===== config.mk =====
export PLATFORM = sky130hd
export DESIGN_NAME = bcd2bin_seq
export DESIGN_NICKNAME = d
export VERILOG_FILES = /design/src/rtl/bcd2bin_seq.sv
export SDC_FILE = /design/constraint.sdc
export NUM_CORES = 1
export LEC_CHECK = 0
export CAP_MARGIN = 20
export CELL_PAD_IN_SITES_DETAIL_PLACEMENT = 1
export CELL_PAD_IN_SITES_GLOBAL_PLACEMENT = 1
export CORE_UTILIZATION = 37
export DETAILED_ROUTE_END_ITERATION = 12
export GPL_ROUTABILITY_DRIVEN = 0
export GPL_TIMING_DRIVEN = 0
export PLACE_DENSITY = 0.75
export SETUP_SLACK_MARGIN = 0.02
export SYNTH_ARGS = -nofsm -noshare
export SYNTH_HDL_FRONTEND = slang
export SYNTH_SLANG_ARGS = --single-unit

===== constraint.sdc =====
create_clock -name clk -period 1.5 [get_ports clk]
set_clock_uncertainty 0.2 [all_clocks]
set_input_delay 0.3 -clock clk [delete_from_list [all_inputs] [get_ports clk]]
set_output_delay 0.3 -clock clk [all_outputs]
set_load 0.02 [all_outputs]

===== src/rtl/bcd2bin_seq.sv =====
// Sequential 4-digit BCD to 14-bit binary converter using reverse double-dabble, one bit per cycle.
// Optional invalid-digit detection is enabled by defining BCD2BIN_DIGIT_CHECK_EN.
module bcd2bin_seq (
    input  logic        clk,
    input  logic        rst_n,
    input  logic        start,
    input  logic [3:0]  BCD3,
    input  logic [3:0]  BCD2,
    input  logic [3:0]  BCD1,
    input  logic [3:0]  BCD0,
    output logic [13:0] BIN,
    output logic        busy,
    output logic        done,
    output logic        err
);

    typedef enum logic {
        IDLE,
        SHIFT
    } state_t;

    localparam logic [3:0] LAST_STEP = 4'd13;

    state_t      state;
    logic [15:0] digits;
    logic [13:0] result;
    logic [3:0]  count;
    logic [15:0] digits_next;
    logic [13:0] result_next;

    // Shift right one bit, then pull any digit that reached 8 back down by 3.
    function automatic logic [15:0] dabble_step(input logic [15:0] d);
        logic [15:0] s;
        s = d >> 1;
        for (int unsigned k = 0; k < 4; k++) begin
            if (s[4*k +: 4] >= 4'd8) begin
                s[4*k +: 4] = s[4*k +: 4] - 4'd3;
            end
        end
        return s;
    endfunction

    always_comb begin
        digits_next = dabble_step(digits);
        result_next = {digits[0], result[13:1]};
    end

`ifdef BCD2BIN_DIGIT_CHECK_EN
    logic bad;
    logic in_bad;

    always_comb begin
        in_bad = (BCD3 > 4'd9) || (BCD2 > 4'd9) || (BCD1 > 4'd9) || (BCD0 > 4'd9);
    end
`else
    assign err = 1'b0;
`endif

    always_ff @(posedge clk or negedge rst_n) begin
        if (!rst_n) begin
            state  <= IDLE;
            digits <= '0;
            result <= '0;
            count  <= '0;
            BIN    <= '0;
            busy   <= 1'b0;
            done   <= 1'b0;
`ifdef BCD2BIN_DIGIT_CHECK_EN
            bad    <= 1'b0;
            err    <= 1'b0;
`endif
        end else begin
            done <= 1'b0;
            case (state)
                IDLE: begin
                    if (start) begin
                        digits <= {BCD3, BCD2, BCD1, BCD0};
                        result <= '0;
                        count  <= '0;
                        busy   <= 1'b1;
                        state  <= SHIFT;
`ifdef BCD2BIN_DIGIT_CHECK_EN
                        bad    <= in_bad;
                        err    <= 1'b0;
`endif
                    end
                end
                SHIFT: begin
`ifdef BCD2BIN_DIGIT_CHECK_EN
                    // Invalid input spends a single SHIFT cycle and completes with an error.
                    if (bad) begin
                        BIN   <= '0;
                        err   <= 1'b1;
                        done  <= 1'b1;
                        busy  <= 1'b0;
                        bad   <= 1'b0;
                        state <= IDLE;
                    end else begin
`else
                    begin
`endif
                        digits <= digits_next;
                        result <= result_next;
                        count  <= count + 4'd1;
                        if (count == LAST_STEP) begin
                            BIN   <= result_next;
                            done  <= 1'b1;
                            busy  <= 1'b0;
                            state <= IDLE;
                        end
                    end
                end
                default: state <= IDLE;
            endcase
        end
    end

endmodule

## Yosys cells after proc, flatten, opt, wreduce, memory -nomap -nowiden

Index checks and enable logic that the tools add are counted.

- Register bits after elaboration: 51
- Input bits: 19
- Output and inout bits: 17
- Logic and storage cells: 40

- Add/sub/neg operators: 5
- $lt $le $gt $ge: 4
- Equality and inequality tests: 3
- Mux-type cells: 18
- Bitwise gates (word level): 1
- Reductions and logical operators: 2

Operator list:

| operator | number |
|---|---|
| 16-bit one-hot mux with 2 select lines | 1 |
| 14-bit one-hot mux with 2 select lines | 1 |
| 4-bit two-way mux | 5 |
| 16-bit two-way mux | 1 |
| 14-bit two-way mux | 1 |
| 4-bit greater-or-equal comparator (second input constant) | 3 |
| 4-bit by 2-bit subtractor with 4-bit output (second input constant) | 3 |
| 4-bit one-hot mux with 2 select lines | 1 |
| 1-bit two-way mux | 6 |
| 4-bit by 1-bit adder with 4-bit output (second input constant) | 1 |
| 4-bit equality test (second input constant) | 1 |
| 3-bit by 4-bit greater-or-equal comparator with 1-bit output (second input constant) | 1 |
| 1-bit one-hot mux with 2 select lines | 2 |
| 2-bit AND reduction | 2 |
| 3-bit by 2-bit subtractor with 4-bit output (second input constant) | 1 |
| 2-bit by 1-bit inequality test with 1-bit output (second input constant) | 1 |
| 2-bit inequality test (second input constant) | 1 |
| 1-bit inverter | 1 |

## Longest topological paths before layout

- Depth after elaboration: 3
- Gate-level depth with buffers: 7
- Depth with buffers taken out: 6

## Worst setup path after synthesis

Ideal clock, no wire load.

- Path type: reg-to-reg
- Start: reg count[0]
- End: reg BIN[0]
- Library setup time: 0.065 ns
- Data arrival time: 1.155 ns
- Data required time: 1.235 ns
- Setup slack: 0.080 ns
- Cell stages (with the launch flop): 6
- Path buffers: 1
- Clock period less this slack: 1.420 ns
- Cell sequence: dfrtp_1 -> ha_1 -> nand4_2 -> clkbuf_1 -> nand2_1 -> nand2_1

- Longest elaborated chain between the ends: 2

RTL lines:

| what | line | text |
|---|---|---|
| from (decl) | 27 | `logic [3:0] count;` |
| from (signal assigned) | 104 | `count <= count + 4'd1;` |
| 4-bit equality test | 105 | `if (count == LAST_STEP) begin` |
| 2-bit AND reduction (no source line) | - |  |
| to (signal assigned) | 106 | `BIN <= result_next;` |
| to (decl) | 11 | `output logic [13:0] BIN,` |

Every way passes these cells.
A chain may end at the register's enable or synchronous reset.

## Final worst setup path

- Start: reg BIN[8]
- End: out BIN[8]

No word-level cell between the ends.

==> reports/results.ini <==
[timing]
rsz0062_at_grt=true
setup_viol=0
hold_viol=0
post-route-period-util=0.9614
maxSlewHeadroom=0.5908
report.final.slew_viol_count=0
period_needed_ns=1.442
fmax_ghz=0.6934
finalWorstSetupSlack_ns=0.05783
tightest_slew_ns=0.6138

[detailed_routing]
first_iter_violations=72
vias_per_cell=5.094
wl_per_cell_um=14.58
antenna_left=0
dr_total_vias=1788
wl_um=5117
drc=0
drtPass1Iterations=4

[worst_setup_path]
cp_slowest_cell=dfrtp_1
cpPeakStageDelay_ns=0.39
cp-end-kind=output pin
path_cells=clkdlybuf4s15_2
cp_max_fo=2
critPathTopFamily=flip-flops
crit_required_ns=1.00
critical_path_class=reg -> out
ff2ff_setup_slack_ns=0.07
arrival_ns=0.94
critPathBufInv=1
cp-start-kind=flop

[die]
initial_core_util=0.3831
num_rows=28
die_y_um=80.06
io_pins=36
die_area_sq_um=6410
die_width_um=80.06
core-area_sq_um=5886

[clock_network]
h-tree-depth=2
cts_tree=built
clk_pin_slew_ns=0.09
cts_buffers=5
clk_latency_ns=0.30
cts_root_buffer=clkbuf_8
cts.sinks=50
clockBufferDepth=2

[grt]
grt_first_pass_wirelength_um=8949
grt_usage=0.1826
grt_max_degree=27
antenna_found_initial=0
overflow=0
grt_pass1_vias=1905

[yosys]
synth-warning-count=0
syn-instance-count=223
ys_ff_latch=50
ys_types=25
synth_fp_nets=250
seq_area_frac_synth=0.5549
syn_area_per_cell_sq_um=10.11
synth_area_sq_um=2255

[cells_and_area]
fin_util=0.4943
fin_cells=351
nNetsFinal=302
syn_to_final_growth_pct=29.02
drive_gt1_frac=0.1920
final_area_sq_um=2909
antennaDiodeCount=0

[pwr]
p_leak_nw=1.472
power_mw=5.613
ir_drop_mv=0.7228
p_per_area_nw_per_um2=1929

[placement]
port-buffer-count=34
dp.cells=333
hpwl_um=3515
place_area_sq_um=2704
dp_slack_ns=-0.3459

[min_path]
hold_path_class=reg -> reg

[job]
maxCapViolCount=0

[status]
status=complete, no violations

## cell usage in the layout, fill, tap and decap left out, types with 2 or more instances in the layout
master / n
nand2_1: 68
dfrtp_1: 49
clkdlybuf4s50_1: 17
mux2i_1: 13
buf_4: 13
a21oi_1: 10
buf_2: 9
inv_1: 8
a22o_1: 8
o21ai_0: 8
ha_1: 7
clkdlybuf4s15_2: 7
clkbuf_8: 6
o211a_1: 6
o21ai_1: 5
nor2_1: 4
xnor2_1: 4
o22ai_1: 4
xor2_1: 4
clkbuf_2: 3
nor2b_1: 3
inv_4: 2
clkbuf_4: 2
nand3_1: 2
## metrics by stage
stage | hold slack [ns] | setup TNS [ns]
after floorplan | -0.1956 | 0
after global placement | 0.2589 | -86.86
after detailed placement | 0.1493 | -8.418
after CTS | 0.2856 | 0
after global routing | 0.3164 | -0.02039
final | 0.2800 | 0
## layout make-up
type,instances,area (sq um)
Sequential cell,50,1252
Clock inverter,2,37.54
Multi-Input combinational cell,152,918.4
Fill cell,678,2977
Tap cell,75,93.84
Buffer,11,95.09
Inverter,10,42.54
Timing Repair Buffer,45,396.6
Clock buffer,6,72.57
## where the power goes
| group | internal [mW] | switching, mW |
|---|---|---|
| registers | 1.93 | 0.506 |
| clock network | 0.498 | 0.446 |
| logic | 1.07 | 1.17 |
| total | 3.49 | 2.12 |
## flip-flops by register name, indices dropped and copies added (netlist names)
signal	flops
BIN	14
busy	1
count	4
digits	16
done	1
result	13
state	1
## per-layer routing
| metal | global-route usage | up-vias | wire [um] |
|---|---|---|---|
| met5 | 0 | - | 0 |
| met4 | 0.04821 | 0 | 68 |
| met3 | 0.03864 | 8 | 165 |
| met2 | 0.3179 | 33 | 2554 |
| met1 | 0.2292 | 909 | 2329 |
| li1 | - | 838 | - |
## final timing paths
kind	cells after the start	endpoint	from
max in group asynchronous	3	state	rst_n
min reg2reg	2	BIN[2]	BIN[2]
max reg2reg	5	count[2]	count[1]
min	2	BIN[2]	BIN[2]
min in group asynchronous	2	BIN[8]	rst_n
max	1	BIN[8]	BIN[8]
## Yosys cell counts
master | number | area [sq um]
o211a_1 | 6 | 60.06
buf_6 | 1 | 11.26
nor2_2 | 1 | 6.260
xor2_1 | 4 | 35.03
nor2_1 | 4 | 15.01
nand3_1 | 2 | 10.01
dfrtp_1 | 50 | 1251
buf_2 | 7 | 35.03
clkbuf_1 | 2 | 7.510
buf_4 | 1 | 7.510
o21ai_0 | 8 | 40.04
a21oi_1 | 10 | 50.05
a31o_2 | 1 | 8.760
nand4_2 | 1 | 12.51
conb_1 | 1 | 3.750
ha_1 | 8 | 100.1
mux2i_1 | 13 | 130.1
o21ai_1 | 5 | 25.02
inv_2 | 2 | 7.510
xnor2_1 | 4 | 35.03
o22ai_1 | 4 | 25.02
a22o_1 | 8 | 70.07
nand2_1 | 69 | 259.0
nor2b_1 | 3 | 18.77
inv_1 | 8 | 30.03
## cell families after synthesis
group / synth area share
compound gates: 0.1238
xor+xnor: 0.03107
fa+ha+maj: 0.04440
buf+inv: 0.04384
flops: 0.5549
mux: 0.05771
other cells: 0.001663
simple gates: 0.1426
## what timing repair did
item / CTS / global route
hold buffers: 1 / 0
pin swaps: 0 / 3
gates resized for setup: 56 / 18
setup endpoints to repair: 36 / 32
cloned: 1 / 0
setup buffers: 7 / 1
hold endpoints to repair: 24 / 0
(Power assumes the default switching activity.)
